==> src/rtl/scoreboard_pkg.sv <==
// rtl/scoreboard_pkg.sv - shared constants and types for the scoreboard display mux
//
// Purpose: 7-segment patterns (active-low {g,f,e,d,c,b,a}), digit-index
// constants for the 4-digit scan, the snapshot record, and parameter defaults.
// Ports: none (package).

package scoreboard_pkg;

  localparam int REFRESH_DIV_DEFAULT  = 50000;
  localparam int FLASH_FRAMES_DEFAULT = 32;

  typedef logic [1:0] digit_idx_t;

  localparam digit_idx_t DIG_S2_ONES = 2'd0;
  localparam digit_idx_t DIG_S2_TENS = 2'd1;
  localparam digit_idx_t DIG_S1_ONES = 2'd2;
  localparam digit_idx_t DIG_S1_TENS = 2'd3;

  localparam logic [6:0] SEG_0     = 7'b1000000;
  localparam logic [6:0] SEG_1     = 7'b1111001;
  localparam logic [6:0] SEG_2     = 7'b0100100;
  localparam logic [6:0] SEG_3     = 7'b0110000;
  localparam logic [6:0] SEG_4     = 7'b0011001;
  localparam logic [6:0] SEG_5     = 7'b0010010;
  localparam logic [6:0] SEG_6     = 7'b0000010;
  localparam logic [6:0] SEG_7     = 7'b1111000;
  localparam logic [6:0] SEG_8     = 7'b0000000;
  localparam logic [6:0] SEG_9     = 7'b0010000;
  localparam logic [6:0] SEG_DASH  = 7'b0111111;
  localparam logic [6:0] SEG_BLANK = 7'b1111111;

  // Frame-stable copy of the scoring block's outputs.
  typedef struct packed {
    logic [3:0] s1_tens;
    logic [3:0] s1_ones;
    logic [3:0] s2_tens;
    logic [3:0] s2_ones;
    logic       possession;
  } snapshot_t;

  // Active-low one-hot digit enable for a scan index.
  function automatic logic [3:0] anode_for(input digit_idx_t idx);
    return ~(4'b0001 << idx);
  endfunction

endpackage

==> src/rtl/scoreboard_display_mux_encoder.sv <==
// rtl/scoreboard_display_mux_encoder.sv - BCD value to active-low 7-segment pattern
//
// Purpose: combinational encoder; values 10..15 show a dash, blank forces all
// segments off.
// Ports:
//   value  in  4  digit value
//   blank  in  1  1 = all segments off
//   seg    out 7  active-low {g,f,e,d,c,b,a}

module seven_seg_encoder
  import scoreboard_pkg::*;
(
  input  logic [3:0] value,
  input  logic       blank,
  output logic [6:0] seg
);

  always_comb begin
    seg = SEG_DASH;
    if (blank) begin
      seg = SEG_BLANK;
    end else begin
      case (value)
        4'd0:    seg = SEG_0;
        4'd1:    seg = SEG_1;
        4'd2:    seg = SEG_2;
        4'd3:    seg = SEG_3;
        4'd4:    seg = SEG_4;
        4'd5:    seg = SEG_5;
        4'd6:    seg = SEG_6;
        4'd7:    seg = SEG_7;
        4'd8:    seg = SEG_8;
        4'd9:    seg = SEG_9;
        default: seg = SEG_DASH;
      endcase
    end
  end

endmodule

==> src/rtl/scoreboard_display_mux.sv <==
// rtl/scoreboard_display_mux.sv - 4-digit multiplexed 7-segment scoreboard driver
//
// Purpose: scans one digit per REFRESH_DIV-cycle slot, snapshots scores and
// possession once per frame (on the 3->0 index wrap) so a frame never tears,
// and drives registered active-low anode/seg/dp.
// Optional feature macro: SCOREBOARD_FLASH_EN (flash a team's digits for
// FLASH_FRAMES frames after its score changes).
// Ports:
//   clock       in  1  system clock
//   reset       in  1  synchronous active-high reset
//   possession  in  1  0 = team 1 has the ball, 1 = team 2
//   score1tens  in  4  team 1 tens (BCD)
//   score1ones  in  4  team 1 ones (BCD)
//   score2tens  in  4  team 2 tens (BCD)
//   score2ones  in  4  team 2 ones (BCD)
//   anode       out 4  digit enables, active-low, bit n = digit n
//   seg         out 7  segments, active-low {g,f,e,d,c,b,a}
//   dp          out 1  decimal point, active-low

module scoreboard_display_mux
  import scoreboard_pkg::*;
#(
  parameter int REFRESH_DIV  = REFRESH_DIV_DEFAULT,
  parameter int FLASH_FRAMES = FLASH_FRAMES_DEFAULT
) (
  input  logic       clock,
  input  logic       reset,
  input  logic       possession,
  input  logic [3:0] score1tens,
  input  logic [3:0] score1ones,
  input  logic [3:0] score2tens,
  input  logic [3:0] score2ones,
  output logic [3:0] anode,
  output logic [6:0] seg,
  output logic       dp
);

  localparam int CNT_W = (REFRESH_DIV > 2) ? $clog2(REFRESH_DIV) : 1;

  logic [CNT_W-1:0] refresh_cnt;
  digit_idx_t       digit_idx;
  snapshot_t        snap;
  snapshot_t        snap_next;
  logic             slot_end;
  logic             frame_end;
  logic             team1_hide;
  logic             team2_hide;
  logic [3:0]       cur_val;
  logic             cur_blank;
  logic [6:0]       seg_next;
  logic             dp_next;

  assign slot_end  = (refresh_cnt == CNT_W'(REFRESH_DIV - 1));
  assign frame_end = slot_end && (digit_idx == DIG_S1_TENS);
  assign snap_next = {score1tens, score1ones, score2tens, score2ones, possession};

  always_ff @(posedge clock) begin
    if (reset) begin
      refresh_cnt <= '0;
      digit_idx   <= DIG_S2_ONES;
      snap        <= '0;
    end else begin
      if (slot_end) begin
        refresh_cnt <= '0;
        digit_idx   <= digit_idx + 2'd1;
      end else begin
        refresh_cnt <= refresh_cnt + 1'b1;
      end
      if (frame_end) begin
        snap <= snap_next;
      end
    end
  end

`ifdef SCOREBOARD_FLASH_EN
  localparam int FLASH_W = $clog2(FLASH_FRAMES + 1);

  logic [FLASH_W-1:0] flash1_cnt;
  logic [FLASH_W-1:0] flash2_cnt;

  // Counters move only at snapshots, so they count frames. A change compares
  // the incoming score against the snapshot being replaced.
  always_ff @(posedge clock) begin
    if (reset) begin
      flash1_cnt <= '0;
      flash2_cnt <= '0;
    end else if (frame_end) begin
      if ({score1tens, score1ones} != {snap.s1_tens, snap.s1_ones}) begin
        flash1_cnt <= FLASH_W'(FLASH_FRAMES);
      end else if (flash1_cnt != '0) begin
        flash1_cnt <= flash1_cnt - 1'b1;
      end
      if ({score2tens, score2ones} != {snap.s2_tens, snap.s2_ones}) begin
        flash2_cnt <= FLASH_W'(FLASH_FRAMES);
      end else if (flash2_cnt != '0) begin
        flash2_cnt <= flash2_cnt - 1'b1;
      end
    end
  end

  // Odd counts blank, so a flashing team alternates off/on frame by frame.
  assign team1_hide = (flash1_cnt != '0) && flash1_cnt[0];
  assign team2_hide = (flash2_cnt != '0) && flash2_cnt[0];
`else
  // Flashing compiled out: digits are always shown and FLASH_FRAMES is inert.
  assign team1_hide = (FLASH_FRAMES < 0);
  assign team2_hide = team1_hide;
`endif

  // Pick the snapshot digit for the current scan slot; tens digits of 0 blank.
  always_comb begin
    cur_val   = snap.s2_ones;
    cur_blank = 1'b0;
    case (digit_idx)
      DIG_S2_ONES: begin
        cur_val   = snap.s2_ones;
        cur_blank = team2_hide;
      end
      DIG_S2_TENS: begin
        cur_val   = snap.s2_tens;
        cur_blank = team2_hide || (snap.s2_tens == 4'd0);
      end
      DIG_S1_ONES: begin
        cur_val   = snap.s1_ones;
        cur_blank = team1_hide;
      end
      default: begin
        cur_val   = snap.s1_tens;
        cur_blank = team1_hide || (snap.s1_tens == 4'd0);
      end
    endcase
  end

  seven_seg_encoder u_encoder (
    .value (cur_val),
    .blank (cur_blank),
    .seg   (seg_next)
  );

  // The dot marks the ones digit of the team in possession.
  assign dp_next = ~(((digit_idx == DIG_S1_ONES) && !snap.possession) ||
                     ((digit_idx == DIG_S2_ONES) &&  snap.possession));

  always_ff @(posedge clock) begin
    if (reset) begin
      anode <= 4'b1111;
      seg   <= SEG_BLANK;
      dp    <= 1'b1;
    end else begin
      anode <= anode_for(digit_idx);
      seg   <= seg_next;
      dp    <= dp_next;
    end
  end

endmodule
==> config.mk <==
export PLATFORM = sky130hd
export DESIGN_NAME = scoreboard_display_mux
export DESIGN_NICKNAME = d
export VERILOG_FILES = /design/src/rtl/scoreboard_pkg.sv /design/src/rtl/scoreboard_display_mux_encoder.sv /design/src/rtl/scoreboard_display_mux.sv
export SDC_FILE = /design/constraint.sdc
export NUM_CORES = 1
export LEC_CHECK = 0
export ABC_AREA = 1
export CORE_MARGIN = 4
export CORE_UTILIZATION = 60
export CTS_BUF_LIST = sky130_fd_sc_hd__clkbuf_4 sky130_fd_sc_hd__clkbuf_8
export CTS_CLUSTER_SIZE = 10
export DETAILED_ROUTE_END_ITERATION = 8
export PLACE_DENSITY = 0.86
export SETUP_SLACK_MARGIN = 0.2
export SLEW_MARGIN = 20
export SYNTH_ARGS = -nofsm -noshare
export SYNTH_HDL_FRONTEND = slang
export SYNTH_HIERARCHICAL = 1
export SYNTH_SLANG_ARGS = --single-unit
export TNS_END_PERCENT = 50
==> constraint.sdc <==
create_clock -name clock -period 6.74 [get_ports clock]
set_clock_uncertainty 0.15 [all_clocks]
set_input_delay 1.011 -clock clock [delete_from_list [all_inputs] [get_ports clock]]
set_output_delay 1.011 -clock clock [all_outputs]
set_load 0.1 [all_outputs]
# Word-level counts from Yosys, hierarchy flattened
# Memories as Yosys holds them, arrays and structs flattened. A register that Yosys moved wholly into a read port is not among the register bits.
# Cells that the tools add are included.
# word_totals
reg_bits	40
romBits	112
wordCells	32
memories	1
# classes
n_addsub	2
eq_ne	4
shifts	1
muxes	2
n_bitwise	2
n_reduce_logical	11
# mem_list
memory	depth	word_bits	read_ports	rd_ports_with_merged_regs	write_ports	line_no	source
(no name shown)	16	7	1	1	0	scoreboard_display_mux_encoder.sv:23	case (value)
# op_table
op	n
16-bit by 1-bit adder with 16-bit output, second input constant	1
16-bit == test, second input constant	1
4-bit one-hot mux with 3 select lines	1
4-bit logical NOT	2
2-bit OR reduction	3
2-bit == test, second input constant	2
4-bit inverter	1
1-bit by 2-bit left shift with 4-bit output, first input constant	1
1-bit logical AND	3
2-bit by 1-bit adder with 2-bit output, second input constant	1
2-bit by 1-bit == test with 1-bit output, second input constant	1
2-bit logical NOT	1
1-bit one-hot mux with 2 select lines	1
1-bit logical NOT	1
1-bit logical OR	1
1-bit inverter	1

# Longest topological paths before layout
# Gate-level depths: netlist of run 1.
# depth
ltp_word	4
ltp_mapped	13
depth_no_buf	13

# Cells and area by module
# The synthesis of run 1 kept the hierarchy.
# modules_own_cells
mod	instances	cells_per_inst	area_per_inst_um2	seq_area_each_um2
scoreboard_display_mux	1	293	2087.0	940.9
seven_seg_encoder	1	37	196.4	0.0

# Worst setup path after synthesis of run 1
# No wires, ideal clock.
# synth_path
kind	register to register
startpoint	register digit_idx[1]
endpoint	register seg[3]
setup_ns	0.123
t_arrival_ns	2.026
required_ns	6.467
setup_slack_ns	4.441
path_stages_with_launch	13
period_less_slack_ns	2.299
cell_sequence	dfxtp_1 inv_1 ha_1 inv_1 o22ai_1 a21oi_1 o21ai_0 inv_1 ha_1 nand2_1 nand3_1 nand2_1 or2_2
# synth_lines
element	line_no	source
from (decl)	scoreboard_display_mux.sv:41	digit_idx_t digit_idx;
from (signal assigned)	scoreboard_display_mux.sv:65	digit_idx <= digit_idx + 2'd1;
2-bit == test, or another cell as far along	scoreboard_display_mux.sv:114	case (digit_idx)
4-bit one-hot mux with 3 select lines (*)	scoreboard_display_mux.sv:114	
named net cur_val[1]	scoreboard_display_mux.sv:48	logic [3:0] cur_val;
to (decl)	scoreboard_display_mux.sv:34	output logic [6:0] seg,
# Mark *: on every way through the listed nets, which the timed path passes. The rest lies on a longest branch.
# A chain may end at the register's enable or synchronous reset.

# Worst setup path in the final report of run 1
# layout_path
startpoint	register seg[1]
endpoint	output port seg[1]
# No word-level cell between the ends.

==> results.json, run 1 <==
{
  "synth_area_leaders": "dfxtp_1 (41%), nand2_1 (15%), nor2_1 (10%), inv_1 (6.9%), ha_1 (6.0%)",
  "final_util": 0.729,
  "hpwl_um": 3250,
  "cts_setup_buffers": 0,
  "placed_area_mm2": 0.00259,
  "rsz0062_at_grt": "no",
  "seq_area_um2": 941,
  "leakage_nw": 1.22,
  "yosys.area.top_type": "dfxtp_1",
  "cts_tree": "built",
  "place_congestion": 0.877,
  "areaGrowthSynthToFinish_pct": 16.8,
  "ios": 31,
  "final-setup-viol-count": 0,
  "slew_viol_final": 0,
  "switching_power_w": 0.000110,
  "ys.flop_type": "dfxtp_1",
  "syn_nets": 360,
  "gr-usage-all-layers": 0.187,
  "vias_per_cell": 4.83,
  "firstDrtPassIters": 4,
  "drc_errors": 0,
  "wirelength_um": 4360,
  "total_power_w": 0.000480,
  "synth_edf_count": 0,
  "clockBufferDepth": 2,
  "design_area_mm2": 0.00267,
  "synth_area_mm2": 0.00228,
  "synth_cell_types": 26,
  "max_slew_margin": 0.356,
  "comb_power_share": 0.082,
  "whs_ns": 0.299,
  "hp-class": "reg2reg",
  "netlist_instances": 330,
  "synth_top_area_frac": 0.412,
  "wl_per_cell_um": 10.7,
  "cp.arrival_ns": 1.74,
  "max_freq_mhz": 344,
  "final_hold_viol_count": 0,
  "p_int_w": 0.000370,
  "num_antenna_cells": 0,
  "syn_avg_cell_area_um2": 6.92,
  "first_iter_violations": 121,
  "vias": 1967,
  "drive_gt1_frac": 0.0724,
  "status": "finished clean",
  "grt_max_degree": 35,
  "ys_seq_area_frac": 0.412,
  "yosys_warnings": 6,
  "cts_buffers": 5,
  "ctsHtreeMaxLevel": 2,
  "grt_pass1_wl_um": 7560,
  "port_buffers": 30,
  "initial_core_util": 0.624,
  "fin_nets": 390,
  "core-area_mm2": 0.00366,
  "fp.dieH_um": 69.7,
  "cap_violations": 0,
  "overflow": 0,
  "ir_drop_mv": 0.128,
  "min_period_over_period": 0.431,
  "ctsResizeCount": 0,
  "numClockSinks": 47,
  "num_rows": 22,
  "die_x_um": 69.7,
  "path_cells": "clkdlybuf4s50_1",
  "p_seq_frac": 0.590,
  "timing.setup.tns_ns": 0,
  "cp.buffers_inverters": 1,
  "multiInputGateArea_mm2": 0.00112,
  "worst_pin_slew_ns": 0.963,
  "critPathSlowestCell": "clkdlybuf4s50_1",
  "clkSlewWorstSetupHoldPaths_ns": 0.07,
  "ys_async_sr_fraction": 0,
  "p_sw_frac": 0.230,
  "postRouteAntennaNets": 0,
  "n_fill_cell": 306,
  "slowest_delay_ns": 1.13,
  "yosys_register_bits": 47,
  "powerDensity_mw_per_mm2": 180,
  "worstPathRequired_ns": 5.58,
  "clk_latency_ns": 0.30,
  "antenna_found_initial": 0,
  "dieArea_mm2": 0.00486,
  "fin_crit_ns": 2.91,
  "root_buffer": "clkbuf_8",
  "critPathKind": "reg2out",
  "first_global_vias": 1847,
  "p_clk_frac": 0.328,
  "worstSetupEndpointType": "output port",
  "path_delay_family": "buffers and inverters",
  "critPathMaxFanout": 1,
  "cts_hold_buf": 0,
  "start_kind": "flop"
}
## cell type report
cell class	instances	share of cell area
inverter	44	0.0624
clock buffer	6	0.0286
sequential	47	0.353
timing repair buffer	30	0.113
multi-input combinational	232	0.421
tap	48	0.0225
## path summary, 6_finish.rpt
check,startpoint,end,slack (ns),cells past startpoint
hold reg to reg,refresh_cnt[0],refresh_cnt[0],0.30,1
hold / removal,refresh_cnt[0],refresh_cnt[0],0.30,1
setup / recovery,seg[1],seg[1],3.83,1
setup reg to reg,digit_idx[0],seg[3],4.07,12
## state kept, by name, indices dropped and copies added (netlist names)
signal,count
dp,1
digit_idx,2
seg,7
snap,17
refresh_cnt,16
anode,4
## metrics by stage
step           setup WS (ns)  cells
6_report                3.83    407
4_1_cts                 3.81    407
3_5_place_dp            3.84    401
5_1_grt                 3.76    407
2_1_floorplan           4.44    330
3_3_place_gp            3.90    401
## cells by family (layout without fill, tap and decap cells)
kind of cell             Yosys count  count (layout)  share of synthesized area
XOR/XNOR                           4               4                     0.0153
AO/OA/AOI/OAI                     29              29                     0.0690
flip-flops                        47              47                      0.412
adder cells (fa/ha/maj)           11              11                     0.0603
buffers and inverters             51              80                     0.0959
AND/OR/NAND/NOR                  188             188                      0.347
## Yosys cell counts (2+ instances only)
| library cell | count |
|---|---|
| nand2_2 | 3 |
| buf_2 | 3 |
| o21ai_0 | 7 |
| ha_1 | 11 |
| nand3_1 | 11 |
| nor2_2 | 3 |
| inv_1 | 42 |
| buf_6 | 3 |
| o22ai_1 | 3 |
| dfxtp_1 | 47 |
| nor2_1 | 63 |
| or2_2 | 10 |
| nand4_1 | 5 |
| o21bai_1 | 2 |
| xor2_1 | 3 |
| nand2_1 | 90 |
| a21oi_1 | 15 |
## layer usage
layer	share of wire	up-vias	GRT usage
met3	0.035	9	0.0362
li1	-	1066	-
met4	0.020	0	0.0766
met5	0	-	0
met1	0.45	860	0.207
met2	0.50	32	0.346
## power groups by stage
| stage | Sequential (W) | Combinational (W) | Clock, W |
|---|---|---|---|
| 3_5_place_dp | 0.000290 | 0.0000397 | 0 |
| 3_3_place_gp | 0.000289 | 0.0000389 | 0 |
| 4_1_cts | 0.000283 | 0.0000397 | 0.000161 |
| 6_report | 0.000283 | 0.0000394 | 0.000157 |
| 2_1_floorplan | 0.000305 | 0.00000770 | 0 |
| 5_1_grt | 0.000283 | 0.0000414 | 0.000171 |
## cells in the final DEF (no fill, tap or decap), types with 5 or more instances in the layout
master	Yosys	routed
dfxtp_1	47	47
nor2_1	63	63
clkdlybuf4s50_1	0	30
o21ai_0	7	7
a21oi_1	15	15
ha_1	11	11
nand2_1	90	90
clkbuf_8	0	5
or2_2	10	10
nand4_1	5	5
nand3_1	11	11
inv_1	42	42
Power figures use the tool's default switching activity.
==> run 2: changes to the inputs <==
Settings changed: CORE_UTILIZATION 60 to 51, PLACE_DENSITY 0.86 to 0.78.
Clock period 6.74 ns to 2.6 ns, I/O delays scaled along.
==> results.json, run 2 (synthesis gave the netlist of run 1 again) <==
{
  "status": "finished clean",
  "hpwl_um": 3170,
  "worstPathRequired_ns": 2.64,
  "root_buffer": "clkbuf_8",
  "fin_cells": 416,
  "clockBufferDepth": 2,
  "path_cells": "inv_1, ha_2, inv_1, o22ai_1, a21oi_1, o21ai_2, inv_1, ha_1, nand2_1, nand3_1, nand2_1, or2_2",
  "wl_per_cell_um": 10.4,
  "drc_errors": 0,
  "seq_area_um2": 942,
  "largest_reg_flops": 17,
  "critPathSlowestCell": "dfxtp_2",
  "firstDrtPassIters": 4,
  "critPathKind": "reg2reg",
  "grt_pass1_wl_um": 6970,
  "mostFrequentLayoutCells": "nand2_1 (90), nor2_1 (63), dfxtp_1 (46)",
  "hp-class": "reg2reg",
  "clk_latency_ns": 0.29,
  "grt_max_degree": 35,
  "numClockSinks": 47,
  "r2r_start": "digit_idx[0]",
  "port_buffers": 30,
  "placed_area_mm2": 0.00258,
  "die_x_um": 74.9,
  "cp.buffers_inverters": 3,
  "num_rows": 24,
  "ir_drop_mv": 0.298,
  "final-setup-viol-count": 0,
  "wirelength_um": 4320,
  "antenna_found_initial": 0,
  "ios": 31,
  "top_register": "snap",
  "n_fill_cell": 401,
  "cpMostUsedCell": "inv_1",
  "slew_viol_final": 0,
  "cap_violations": 0,
  "path_depth": 12,
  "cp.arrival_ns": 2.34,
  "max_freq_mhz": 434,
  "fin_crit_ns": 2.31,
  "postRouteAntennaNets": 0,
  "worst_pin_slew_ns": 0.609,
  "final_hold_viol_count": 0,
  "design_area_mm2": 0.00270,
  "reg2reg_setup_slack_ns": 0.29,
  "dp_cells": 407,
  "worstSetupEndpointType": "flop",
  "min_period_over_period": 0.887,
  "rr_worst_depth": 12,
  "first_global_vias": 1693,
  "total_power_w": 0.00127,
  "critPathCapture": "seg[3]",
  "slowest_delay_ns": 0.36,
  "fin_nets": 393,
  "overflow": 0,
  "powerDensity_mw_per_mm2": 473,
  "layout_commonest_cell": "nand2_1",
  "fp.dieH_um": 74.9,
  "startpoint": "digit_idx[0]",
  "max_slew_margin": 0.592,
  "multiInputGateArea_mm2": 0.00114,
  "timing.setup.tns_ns": 0,
  "leakage_nw": 1.25,
  "dieArea_mm2": 0.00561,
  "drive_gt1_frac": 0.132,
  "start_kind": "flop",
  "cts_tree": "built",
  "num_antenna_cells": 0,
  "top_regs": "snap x17, refresh_cnt x16, seg x7",
  "r2r-end": "seg[3]",
  "critPathMaxFanout": 5,
  "path_delay_family": "adder cells",
  "areaGrowthSynthToFinish_pct": 18.1,
  "gr-usage-all-layers": 0.166,
  "clkSlewWorstSetupHoldPaths_ns": 0.08,
  "initial_core_util": 0.524,
  "vias_per_cell": 4.71,
  "ctsHtreeMaxLevel": 2,
  "vias": 1961,
  "place_congestion": 0.975,
  "first_iter_violations": 74,
  "core-area_mm2": 0.00435,
  "cts_buffers": 5,
  "rsz0062_at_grt": "yes",
  "final_util": 0.620
}
run 2: cell types whose count changed in the layout (fill, tap and decap cells not counted), sizes merged:
| cell | before | now |
|---|---|---|
| clkbuf | 6 | 7 |
| clkdlybuf4s50 | 30 | 18 |
| clkinv | 1 | 2 |
| buf | 0 | 15 |
run 2: worst min path at each step:
stage,end,from,depth (start not counted),slack (ns)
floorplan,refresh_cnt[0],refresh_cnt[0],1,0.27
global placement,refresh_cnt[0],refresh_cnt[0],1,0.28
detailed placement,refresh_cnt[0],refresh_cnt[0],1,0.29
CTS,refresh_cnt[0],refresh_cnt[0],1,0.31
global route,refresh_cnt[0],refresh_cnt[0],1,0.33
finish,refresh_cnt[0],refresh_cnt[0],1,0.31
run 2: where the power goes:
part	switching [W]	internal [W]	total, W
Clock	0.000230	0.000210	0.000440
Sequential	0.00000466	0.000729	0.000733
Combinational	0.0000637	0.0000383	0.000102
Total	0.000298	0.000977	0.00127
run 2: final cells by class:
| class | count | share of cell area |
|---|---|---|
| tap | 52 | 0.0241 |
| sequential | 47 | 0.349 |
| inverter | 44 | 0.0617 |
| clock inverter | 1 | 0.00186 |
| multi-input combinational | 232 | 0.423 |
| timing repair buffer | 33 | 0.109 |
| clock buffer | 7 | 0.0311 |
run 2: per-stage QoR:
stage                     setup slack, ns  hold slack (ns)
after floorplan                     0.301            0.267
after global placement              0.229            0.281
after detailed placement            0.127            0.295
after CTS                           0.229            0.307
after global routing                0.130            0.330
final                               0.294            0.305
run 2: layer usage:
layer  up-vias  share of wire  wire, um  GRT usage
li1       1072              -         -          -
met1       841           0.48      2070      0.206
met2        41           0.45      1960      0.258
met3         7          0.043       187     0.0561
met4         0          0.022        97     0.0791
met5         -              0         0          0
run 2: timing repair:
action                                  4_1_cts  5_1_grt
endpoints found under the setup margin        3        7
pin swaps                                     0        1
setup buffers                                 0        1
hold buffers                                  0        0
gates resized for setup                       1        7
